$ cat src/rtl/iod_delay_ctrl.sv
// IOD delay-line tap controller: accepts an absolute target tap, optionally reloads
// the line, then steps it one tap at a time with a settle pause after every pulse.
module iod_delay_ctrl #(
    parameter int TAP_W    = 8,
    parameter int MAX_TAP  = 255,
    parameter int LOAD_TAP = 1,
    parameter int PACE     = 4
) (
    input  logic             FAB_CLK,
    input  logic             ARST_N,
    input  logic             REQ_VALID,
    output logic             REQ_READY,
    input  logic             REQ_LOAD,
    input  logic [TAP_W-1:0] REQ_TAP,
    input  logic             DELAY_LINE_OUT_OF_RANGE,
    output logic             DELAY_LINE_MOVE,
    output logic             DELAY_LINE_DIRECTION,
    output logic             DELAY_LINE_LOAD,
    output logic [TAP_W-1:0] CUR_TAP,
    output logic             BUSY,
    output logic             DONE,
    output logic             ERR,
    input  logic             ERR_CLR
);

    typedef enum logic [2:0] {
        S_IDLE, S_LOAD, S_SETUP, S_MOVE, S_WAIT, S_FIN
    } state_t;

    localparam logic [TAP_W-1:0] MAX_T   = TAP_W'(MAX_TAP);
    localparam logic [TAP_W-1:0] LOAD_T  = TAP_W'(LOAD_TAP);
    localparam logic [TAP_W-1:0] ONE_T   = TAP_W'(1);
    localparam logic [3:0]       PACE_M1 = 4'(PACE - 1);

    logic [1:0]       r_rst_sync;
    logic             w_rst_n;
    state_t           r_state;
    state_t           w_next_state;
    logic [TAP_W-1:0] r_target;
    logic [TAP_W-1:0] r_cur_tap;
    logic             r_dir;
    logic             r_after_move;
    logic [3:0]       r_wait_cnt;
    logic             r_err;
    logic             w_accept;
    logic [TAP_W-1:0] w_req_tgt;
    logic             w_wait_last;
    logic             w_oor_hit;
    logic             w_dir;

    // NOTE: assertion is asynchronous, release is re-timed through two flops so every
    // state flop leaves reset on the same clock edge.
    always_ff @(posedge FAB_CLK or negedge ARST_N) begin
        if (!ARST_N) r_rst_sync <= 2'b00;
        else         r_rst_sync <= {r_rst_sync[0], 1'b1};
    end
    assign w_rst_n = r_rst_sync[1];

    assign REQ_READY   = (r_state == S_IDLE) && !r_err && w_rst_n;
    assign w_accept    = REQ_VALID && REQ_READY;
    assign w_req_tgt   = (REQ_TAP > MAX_T) ? MAX_T : REQ_TAP;
    assign w_wait_last = (r_state == S_WAIT) && (r_wait_cnt == 4'd0);
    assign w_oor_hit   = w_wait_last && r_after_move && DELAY_LINE_OUT_OF_RANGE;
    // Direction is decided while in SETUP and frozen in r_dir for the following MOVE.
    assign w_dir       = (r_state == S_SETUP) ? (r_target > r_cur_tap) : r_dir;

    always_comb begin
        w_next_state = r_state;
        case (r_state)
            S_IDLE: begin
                if (w_accept) begin
                    if (REQ_LOAD)                    w_next_state = S_LOAD;
                    else if (w_req_tgt == r_cur_tap) w_next_state = S_FIN;
                    else                             w_next_state = S_SETUP;
                end
            end
            S_LOAD:  w_next_state = S_WAIT;
            S_SETUP: w_next_state = S_MOVE;
            S_MOVE:  w_next_state = S_WAIT;
            S_WAIT: begin
                if (r_wait_cnt == 4'd0) begin
                    if (w_oor_hit || (r_cur_tap == r_target)) w_next_state = S_FIN;
                    else                                      w_next_state = S_SETUP;
                end
            end
            S_FIN:   w_next_state = S_IDLE;
            default: w_next_state = S_IDLE;
        endcase
    end

    always_ff @(posedge FAB_CLK or negedge w_rst_n) begin
        if (!w_rst_n) begin
            r_state      <= S_IDLE;
            r_target     <= LOAD_T;
            r_cur_tap    <= LOAD_T;
            r_dir        <= 1'b0;
            r_after_move <= 1'b0;
            r_wait_cnt   <= 4'd0;
            r_err        <= 1'b0;
        end else begin
            r_state <= w_next_state;
            if (w_accept) r_target <= w_req_tgt;
            case (r_state)
                S_LOAD: begin
                    r_cur_tap    <= LOAD_T;
                    r_after_move <= 1'b0;
                    r_wait_cnt   <= PACE_M1;
                end
                S_SETUP: r_dir <= w_dir;
                S_MOVE: begin
                    if (r_dir) begin
                        if (r_cur_tap != MAX_T) r_cur_tap <= r_cur_tap + ONE_T;
                    end else if (r_cur_tap != '0) begin
                        r_cur_tap <= r_cur_tap - ONE_T;
                    end
                    r_after_move <= 1'b1;
                    r_wait_cnt   <= PACE_M1;
                end
                S_WAIT: begin
                    if (r_wait_cnt != 4'd0) r_wait_cnt <= r_wait_cnt - 4'd1;
                    // The IOD refused the last step: undo it in the tracked tap.
                    if (w_oor_hit) r_cur_tap <= r_dir ? (r_cur_tap - ONE_T) : (r_cur_tap + ONE_T);
                end
                default: ;
            endcase
            if (w_oor_hit)    r_err <= 1'b1;
            else if (ERR_CLR) r_err <= 1'b0;
        end
    end

    assign DELAY_LINE_MOVE      = (r_state == S_MOVE);
    assign DELAY_LINE_LOAD      = (r_state == S_LOAD);
    assign DELAY_LINE_DIRECTION = w_dir;
    assign CUR_TAP              = r_cur_tap;
    assign BUSY                 = (r_state != S_IDLE);
    assign DONE                 = (r_state == S_FIN);
    assign ERR                  = r_err;

endmodule
$ cat config.mk
export PLATFORM = sky130hd
export DESIGN_NAME = iod_delay_ctrl
export DESIGN_NICKNAME = d
export VERILOG_FILES = /design/src/rtl/iod_delay_ctrl.sv
export SDC_FILE = /design/constraint.sdc
export NUM_CORES = 1
export LEC_CHECK = 0
export BUFFER_PORTS_ARGS = -buffer_cell sky130_fd_sc_hd__buf_2
export CAP_MARGIN = 20
export CELL_PAD_IN_SITES_DETAIL_PLACEMENT = 0
export CELL_PAD_IN_SITES_GLOBAL_PLACEMENT = 1
export CORE_MARGIN = 10
export CORE_UTILIZATION = 46
export DETAILED_ROUTE_END_ITERATION = 8
export MAX_ROUTING_LAYER = met4
export PLACE_DENSITY_LB_ADDON = 0.05
export RECOVER_POWER = 50
export SLEW_MARGIN = 20
export SYNTH_ARGS = -nofsm -noshare
export SYNTH_HDL_FRONTEND = slang
export SYNTH_SLANG_ARGS = --single-unit
$ cat constraint.sdc
create_clock -name FAB_CLK -period 3.8 [get_ports FAB_CLK]
set_input_delay 0.38 -clock FAB_CLK [delete_from_list [all_inputs] [get_ports FAB_CLK]]
set_output_delay 0.38 -clock FAB_CLK [all_outputs]
set_load 0.005 [all_outputs]
==> results of run 1 <==
[per-stage QoR]
stage          utilization  area, um^2  worst slack [ns]  hold slack (ns)  instances
6_report            0.5323        2145             1.079           0.3420        285
5_1_grt             0.5323        2145            0.7240           0.3610        285
4_1_cts             0.5348        2155             1.267           0.3070        285
3_5_place_dp        0.5186        2090             1.272           0.1720        280
3_3_place_gp        0.5186        2090             1.325           0.1635        280
2_1_floorplan            -        1936             1.331          0.08441        212
[cells in the mapped netlist, types with 2 or more instances]
master     number
nor3_1          9
nand3_1         6
nand2_1         9
inv_1          15
a211oi_1        4
o22a_1          2
xor2_1          2
ha_1           12
o221ai_1        2
and3_1          5
nor2b_1         4
nor3b_1         4
a22oi_1         2
or3_1           4
dfrtp_1        26
nand3b_1        2
buf_6           2
o22ai_1         3
mux2i_1         4
dfstp_2         2
a2111oi_0       2
nand4_1         6
o21ai_0        11
a221oi_1        3
a21oi_1        10
o21a_1          3
nor2_1         13
mux2_2          8
nor4_1          3
xnor2_1         8
clkbuf_1        9
[area by class of cell]
type	count	area, um^2	area share
tap	50	62.56	0.02917
inverter	15	56.30	0.02625
timing repair buffer	30	147.6	0.06884
multi-input combinational	158	1120	0.5222
clock buffer	4	55.05	0.02567
sequential	28	703.2	0.3279
[cell families (layout without fill, tap and decap cells)]
family                     after synthesis  count (layout)  share of synthesized area
and+or+nand+nor                         75              75                     0.2191
AOI/OAI and AO/OA                       48              48                     0.1674
DFF                                     28              28                     0.3633
buffers and inverters                   26              49                    0.05817
adders and majority gates               12              12                    0.07757
muxes                                   12              12                    0.06723
xor gates and xnor gates                10              10                    0.04525
other                                    1               1                   0.001937
[flip-flops by register name, summed over array words and instances (netlist names)]
| register | count |
|---|---|
| CUR_TAP | 8 |
| ERR | 1 |
| r_after_move | 1 |
| r_dir | 1 |
| r_rst_sync | 2 |
| r_state | 3 |
| r_target | 8 |
| r_wait_cnt | 4 |
[critical path, cell delays in order (launching register included)]
cell and delay [ns]:
dfrtp_1 0.35, clkbuf_1 1.12, nand3_1 0.33, or2_2 0.50, mux2_2 0.30
[routing by layer]
layer	part of all wire	global-route usage	wire, um
met3	0.045	0.02008	233
met1	0.44	0.1705	2240
met2	0.50	0.2485	2571
met4	0.017	0.04341	86
met5	0	-	0
[power by group]
part | switching [mW] | total, mW | internal (mW)
clock | 0.0981 | 0.191 | 0.0930
sequential | 0.157 | 0.567 | 0.410
combinational | 0.425 | 0.777 | 0.352
[worst paths after layout]
kind                       slack, ns           from  depth (start not counted)            end
min                             0.34        ERR_CLR                          2            ERR
min in group asynchronous       0.41         ARST_N                          2  r_rst_sync[1]
min reg2reg                     0.36  r_rst_sync[0]                          0  r_rst_sync[1]
max in group asynchronous       2.18  r_rst_sync[1]                          1  r_wait_cnt[1]
max                             1.08  r_rst_sync[1]                          4    r_target[2]
max reg2reg                     1.08  r_rst_sync[1]                          4    r_target[2]
==> impl_summary.md, run 1 <==
Outcome
The flow ran to the end, but the final reports show violations. The final reports fail on capacitance limit, slew limit.

Setup path
The sort of element at the end of the critical path is a register. The worst setup path is launched from a register. Of all nets on the critical path, the largest fanout is 28. For the worst setup path, the data arrival time is 2.89 ns. The critical path is of the register to register type. For the worst setup path, the data required time is approximately 4.0 ns.

Final layout
The final net count is between 200 and 300. Leaving out fill and tap cells, the most frequent cells in the layout are 26 x dfrtp_1, 23 x buf_2, 15 x inv_1. Leaving out fill and tap cells, the most frequent cell in the layout is dfrtp_1. Of the cells placed in the final design, the portion with a size suffix greater than 1 is 0.1787. The number of fill cells in the layout is 397.

The synthesis-to-finish area growth is 10.80%. The number of antenna diodes in the final layout is 0.

STA
The final-report hold violation count is 0. The clock arrives with 0.006026 ns of skew. The final critical-path required period is about 2.7 ns. Setup violations remaining at the end of the flow were counted as 0. At the pin with the least slew margin, the transition time is between 1.5 and 2 ns.

Based on the critical path, the design can be clocked at up to approximately 370 MHz. Setup repair after global routing left no endpoint under its margin. The period utilization is 0.7162. The count of pins over their slew limit came to 29.

The post-route setup TNS is 0 ns. The relative slew slack is -0.03015.

Clock network
The number of hold buffers added after CTS was 1. The clock passes through at most 2 buffers. The CTS buffer count is 3. The depth of the CTS H-tree is 1. The buffer count from post-CTS setup fixing is 0. The CTS tree is built. For the worst-skew pair, the clock arrives at the later sink with an insertion delay of 0.28 ns. Clock tree synthesis selected as its root buffer the cell clkbuf_8. The count of clock tree sinks is 28.

The count of cells resized by post-cts repair is 0. The clock transition at the register clock pins on the worst setup and hold paths after CTS is 0.10 ns.

Logic synthesis
After synthesis, the share of flip-flops with an asynchronous set or reset is 1.000. The post-synthesis sequential element count is 28. The sequential element share of the synthesized area is 0.3633. The net count after synthesis is about 240.

The area fraction of the dominant cell type after synthesis is 0.3361. Yosys attributes the largest share of cell area to dfrtp_1 34%, ha_1 7.8%, mux2_2 4.7%. The yosys synthesis warning count is 0.

In the synthesized netlist the dominant register cell turns out to be dfrtp_1. The post-synthesis instance area is about 0.0019 mm^2. The number of instances in the synthesized netlist is roughly 210. The distinct cell type count of the synthesized netlist is 48. The synthesized design contains 0 enable-type register cells. The synthesized area per cell is between 9 and 10 um^2. The biggest area contributor in the post-synthesis netlist is dfrtp_1.

Routing
The length of the first detailed-routing pass in iterations is 5. In the routed design, unresolved DRC markers number 0. After the first detailed-routing iteration, the DRC count stood at 177.

In the final routed layout, each cell accounts on average for 18.00 um. The number of nets still failing antenna checks after routing is 0. The via-per-instance ratio is 6.102.

The number of vias in the routed layout is 1739. The total detailed-routing wirelength is between 5000 and 6000 um.

Placed design
The count of buffers added on input and output ports is 28. The estimated wirelength of the detail-placed design is 3924 um. Routability-driven placement finished with a final weighted congestion of 0.8880.

Floorplan
For this configuration, the core starts out at a cell density of 0.4804. The die height is 84.87 um. In this run the standard cell core region covers 0.004029 mm^2.

From left edge to right edge, the die measures 84.87 um. The die outline area is 0.007202 mm^2. The total number of placement rows is 23.

Pin placement for this block handled 29 I/O pins.

GRT
The largest net degree at the start of global routing is 29. The global route total overflow is 0. The first global-routing pass estimated roughly 8500 um of wire. The number of antenna violations at the first check in global routing is 0. The via count of the first global-routing pass is approximately 1800. Across every metal layer, demand over resource in global routing totals 0.1446.

Power and ir drop
Power comes to 1.535 mW. The total power per unit cell area is about 720 mW/mm^2. The worst-case IR drop observed on VDD is 0.3007 mV. Summed over all cells, the static leakage comes to 0.9436 nW.

Job
The count of maximum capacitance violations is 1.

Worst hold path
The path class of the tightest hold or removal check is primary input to register.
(Power assumes the default switching activity.)
==> inputs of run 2 (changes only) <==
- CORE_UTILIZATION: 46 -> 43
- clock period: 3.8 -> 2.77 ns (I/O delays scaled with it)
==> impl_summary.md, run 2 (synthesis gave the netlist of run 1 again) <==
Setup path
Traced cell by cell, the critical path runs through inv_1 > ha_1 > or3b_2 > or3_4 > and2_4 > or2_1 > a211o_1. The worst reg2reg path depth is 7. The sort of element at the end of the critical path is a register. The depth of the critical timing path with buffers and inverters included is 7.

The register-to-register setup slack is 0.22 ns. The family of cells with the greatest summed delay on the critical path is simple AND/OR/NAND/NOR gates. The worst setup path endpoint is CUR_TAP[3]. The origin of the critical flop-to-flop path is r_wait_cnt[0]. Among all stages on the critical path, the largest delay is contributed by or3b_2. The capture instance of the worst register-to-register path is CUR_TAP[3].

The worst setup path is launched from a register. Along the worst path, the maximum fanout reaches 8. The type of the worst setup path is register to register. Data on the critical path is required at its endpoint by 2.94 ns. The critical path buffer and inverter count is 1. The worst stage delay on the critical path is about 0.49 ns. Data arrives at the worst endpoint at 2.73 ns. The first element of the critical path is r_wait_cnt[0].

Final layout
The end-of-flow core utilization is 0.5046. After filler insertion, the fill cell instance count of the layout stands at 405. The repair_antennas step left the layout with diodes totalling 0. The final cell count without fillers is about 290. The library cells used most frequently in the layout, excluding fill and tap cells, are 26 x dfrtp_1, 23 x buf_2, 15 x inv_1. The final net count is roughly 270. The fraction of layout instances using a drive strength above 1 is 0.1967. The final cell area excluding filler cells is 0.002197 mm^2. Leaving out fill and tap cells, the most frequent cell in the layout is dfrtp_1.

Compared with the post-synthesis result, the final layout area differs by 13.51%.

Job
Across the run, the number of max-cap violations was 0.

Clock network
For this design, the sink count on the clock tree is 28. The number of buffers on the longest clock path is 2. CTS placed an instance of clkbuf_8 at the clock tree root. The clock latency on the worst-skew pair is about 0.28 ns. The clock transition at the register clock pins on the worst setup and hold paths after CTS is 0.10 ns. Buffers added to address setup during post-CTS repair amount to 0. In this run the number of H-tree levels came out at 1. TritonCTS built the clock tree. The CTS buffer count is 3.

Floorplan
The placeable core area is between 0.004 and 0.005 mm^2. The die covers about 0.0076 mm^2. The die boundary width is 87.09 um. The effective utilization at floorplan is 0.4445. The number of primary I/O pins is 29. The die height is 87.09 um. Row generation in the floorplan step produced 24 rows.

Routing
The count of unresolved DRC violations after routing is 0. The total detailed-routing wirelength is 5294 um. For this block, the via count after detailed routing is ~1700. The detail-routed net length per standard cell is 18.19 um. The length of the first detailed-routing pass in iterations is 4. The number of nets still failing antenna checks after routing is 0.

The via-per-instance ratio is a little under 6. The first-iteration detailed-routing DRC count is about 180.

Placed design
The count of buffers from port buffering is 28. The global placement routability congestion is about 0.91. The number of placed instances, taps included is 286. The estimated wirelength of the detail-placed design is approximately 4000 um. Once placement finished, the instance area stood at 0.002122 mm^2.

Power and ir drop
VDD sags by at most a little over 0.5 mV. For this design the ratio of total power to cell area is around 1000 mW/mm^2. The reported leakage power is a little under 1 nW.

GRT
The first global-routing pass estimated roughly 8900 um of wire. In the global route stage, met1 resource usage came out at 0.1969. The via count of the first global-routing pass was 1796. The number of antenna violations at the first check in global routing came to 0. For this run, global-route usage on met2 was measured as 0.2252.

The layer flagged by global routing as most heavily used is met2. The met3 routing resource usage after global routing is 0.03371. For this run, the total global-route usage over all layers was measured as 0.1481. Entering global routing, the biggest net connects 28 pins. The global route total overflow is 0.

STA
The number of endpoints failing setup at the final stage is 0. Setup repair after global routing left no endpoint under its margin. The post-route setup TNS is 0 ns. Headroom to the max-slew limit came out at 0.5176. The count of pins over their slew limit is 0. For the pin with the worst max-slew slack, the measured transition is 0.7035 ns. The final-report hold violation count is 0. The period utilization is 0.9223. Final hold analysis gives a worst-case slack of ~0.18 ns. Clock skew on the completed layout was measured at just over 0.008 ns.

The highest clock rate is between 300 and 400 MHz. The final critical-path required period is roughly 2.6 ns.

Worst hold path
The min-delay analysis places its worst path in the category primary input to register.

Outcome
The run finished with clean final reports.
==> run 2: cell types whose count changed in the layout (fill, tap and decap cells not counted), sizes merged <==
| cell | change |
|---|---|
| bufinv | +1 |
| buf | +5 |
| clkbuf | -2 |
==> run 2: how the worst min path moves through the flow <==
stage                               end  cells past startpoint  slack (ns)     from
after detailed placement  r_rst_sync[1]                      1        0.06   ARST_N
after global routing                ERR                      2        0.18  ERR_CLR
after global placement    r_rst_sync[0]                      1        0.06   ARST_N
after floorplan           r_rst_sync[0]                      0       -0.02   ARST_N
final                               ERR                      2        0.18  ERR_CLR
after CTS                           ERR                      2        0.17  ERR_CLR
==> run 2: where the power goes <==
group          switching [mW]  leakage (nW)  internal (mW)
combinational           0.578         0.594          0.498
clock                   0.136        0.0357          0.194
sequential              0.235         0.345          0.562
==> run 2: area by class of cell <==
cell class	count	area, um^2	area share
clock inverters	1	30.03	0.01367
clock buffers	3	41.29	0.01879
well taps	52	65.06	0.02961
flip-flops and latches	28	703.2	0.3200
multi-input cells	158	1120	0.5097
repair buffers	34	181.4	0.08257
inverters	15	56.30	0.02563
==> run 2: worst register-to-register path: cells and delay by family, from the launching register on <==
family / cells / cell delay, ns
compound gates: 1 / 0.32
flops: 1 / 0.42
simple gates: 4 / 1.45
buf+inv: 1 / 0.07
fa+ha+maj: 1 / 0.18
==> run 2: repair_timing <==
item	4_1_cts	5_1_grt
gates resized for setup	0	0
endpoints found under the setup margin	0	0
hold buffers	1	0
hold endpoints to repair	2	0
==> run 2: stage by stage <==
stage	worst slack [ns]	power [mW]
2_1_floorplan	0.3008	1.551
3_3_place_gp	0.2990	1.834
3_5_place_dp	0.2321	1.872
4_1_cts	0.2091	2.217
5_1_grt	0.01249	2.405
6_report	0.2151	2.202
==> run 2: routing by layer <==
metal / part of all wire / up-vias
li1: - / 829
met1: 0.48 / 814
met2: 0.44 / 60
met3: 0.064 / 12
met4: 0.018 / 0
met5: 0 / -
==> inputs of run 3 (changes only) <==
- clock period: 2.77 -> 2.5 ns (I/O delays scaled with it)
==> impl_summary.md, run 3 (synthesis gave the netlist of run 1 again) <==
Outcome
The run finished with clean final reports.

Final layout
The fraction of layout instances using a drive strength above 1 is 0.2379. The number of antenna diodes in the final layout is 0. The synthesis-to-finish area growth is 16.48%.

In the layout the commonest cells are 25 x dfrtp_1, 25 x buf_2, 15 x inv_1. The final net count is 275. The number of fill cells in the layout is 438.

The finished layout holds 300 standard cells, fillers aside.

STA
For the final routed database, the setup TNS stands at 0 ns. The highest clock rate is 415.9 MHz. Between clock sinks in the finished design, the worst skew comes to 0.002046 ns. The relative slew slack is 0.6250.

Setup violations remaining at the end of the flow were counted as 0. The final critical-path required period is roughly 2.4 ns. The count of pins over their slew limit came to 0. Setup repair after global routing left no endpoint under its margin. The slew at the pin closest to its max-slew limit is roughly 0.55 ns. The final-report hold violation count is 0. Dividing the final minimum period by the clock period gives 0.9618.

Power and ir drop
The analysis attributes to net switching a power of 1.051 mW. The cell-internal power is 1.389 mW. Of the total power, the clock network draws 0.117. The reported leakage power is 1.012 nW. Of the total power, the share spent switching nets is 0.4308. The worst-case IR drop observed on VDD is 0.4270 mV. The total power per unit cell area is 1082 mW/mm^2.

The fraction of power consumed by sequential logic is 0.320. The combinational cell fraction of total power is 0.563.

Setup path
The sort of element at the end of the critical path is a register. STA puts the critical path data required time at around 2.7 ns. The critical path startpoint category is a register. The type of the worst setup path is register to register.

The maximum fanout count along the critical path is 8. The arrival time of the worst setup path is 2.57 ns. The register-to-register setup slack is 0.1 ns.

Placed design
The number of placed instances, taps included is between 200 and 300. The estimated wirelength of the detail-placed design is 4129 um. The count of buffers from port buffering is 28. The global placement routability congestion is 0.9781.

Clock network
The clock latency on the worst-skew pair is 0.27 ns. The count of clock tree sinks is 28. The depth of the CTS H-tree is 1. The clock transition at the register clock pins on the worst setup and hold paths after CTS is about 0.10 ns. The longest clock path from root to sink contains 2 buffers.

The cell at the root of the clock tree is clkbuf_8. The CTS buffer count is 3. The buffer count from post-CTS setup fixing is 0. TritonCTS built the clock tree.

Routing
For this run, design rule violations remaining after detail routing come to 0. The length of the first detailed-routing pass in iterations is 4. The via-per-instance ratio is 5.970. The final layout contains routed wiring with a total length of 5195 um. The number of nets still failing antenna checks after routing is 0. The first-iteration detailed-routing DRC count is 255. The number of vias in the routed layout is 1791. The detail-routed net length per standard cell is 17.32 um.

GRT
Summed over all layers, the global routing overflow is 0. met2 is the most crowded layer. The global routing met1 resource utilization is 0.1902. The wire length of the first global-routing pass is about 8500 um.

The number of antenna violations at the first check in global routing is 0. For this run, global-route usage on met3 was measured as 0.02528. The aggregate global-route resource usage is 0.1404. The via count of the first global-routing pass came to approximately 1800.

The routing usage on met2 is 0.2065. The largest net degree at the start of global routing is 28.

Worst hold path
The class of the worst hold path is primary input to register.

Floorplan
The die boundary width is 87.09 um. The number of primary I/O pins is 29. The floorplan step set the die height to 87.09 um. For this configuration, the core starts out at a cell density of 0.4445. In this run the core area contains 24 standard-cell rows. The total area inside the core boundary comes to 0.004354 mm^2. The die covers 0.007585 mm^2.

Job
The count of maximum capacitance violations is 0.
[run 3: cell types whose count changed in the layout (fill, tap and decap cells not counted)]
cell and delta:
clkbuf_8 +1, dfrtp_1 -1, a2111oi_2 +1, or2_1 -1
a2111oi_0 -2, buf_2 +2, or2_4 +1, bufinv_16 -1
buf_4 +7, a2111oi_1 +1, dfrtp_2 +1
[run 3: area by class of cell]
type	count	area, um^2	area share
Sequential cell	28	704.4	0.3124
Timing Repair Buffer	43	244.0	0.1082
Multi-Input combinational cell	158	1130	0.5011
Clock buffer	4	55.05	0.02442
Tap cell	52	65.06	0.02886
Inverter	15	56.30	0.02497
[run 3: path summary, 6_finish.rpt]
kind | from | to | cells after the start
worst min-delay path | ERR_CLR | ERR | 2
worst max register to register | r_wait_cnt[1] | CUR_TAP[3] | 7
worst min register to register | r_rst_sync[1] | r_target[5] | 1
worst max-delay path | r_wait_cnt[1] | CUR_TAP[3] | 7
min in group asynchronous | ARST_N | r_rst_sync[1] | 2
max in group asynchronous | r_rst_sync[1] | CUR_TAP[0] | 1
[run 3: power groups by stage]
stage / Combinational, mW / Clock [mW] / Sequential (mW)
finish: 1.37 / 0.285 / 0.782
global route: 1.54 / 0.316 / 0.809
CTS: 1.37 / 0.294 / 0.778
detailed placement: 1.36 / 0 / 0.789
global placement: 1.33 / 0 / 0.778
floorplan: 0.986 / 0 / 0.732
[run 3: critical path, stage by stage, from the launching register on]
cell     delay (ns)
dfrtp_1        0.41
inv_1          0.07
ha_1           0.18
or3b_2         0.49
or3_4          0.40
and2_4         0.17
or2_4          0.29
a211o_1        0.29
[run 3: metal layers]
metal	share of wire	vias up
met4	0.0081	0
li1	-	849
met1	0.48	869
met2	0.46	65
met5	0	-
met3	0.057	8
[run 3: what timing repair did]
item	in CTS	in global routing
gates resized for setup	0	5
hold endpoints to repair	2	0
hold buffers	1	0
setup endpoints to repair	0	4
[run 3: stage by stage]
step	area [um^2]	util	total power, mW	hold slack [ns]	setup slack [ns]
floorplan	1936	-	1.718	-0.04559	0.03083
global placement	2190	0.5029	2.104	0.03465	0.1029
detailed placement	2190	0.5029	2.147	0.03628	0.03009
CTS	2255	0.5178	2.442	0.1409	0.01710
global route	2255	0.5178	2.668	0.1412	0.01812
finish	2255	0.5178	2.440	0.1487	0.09552
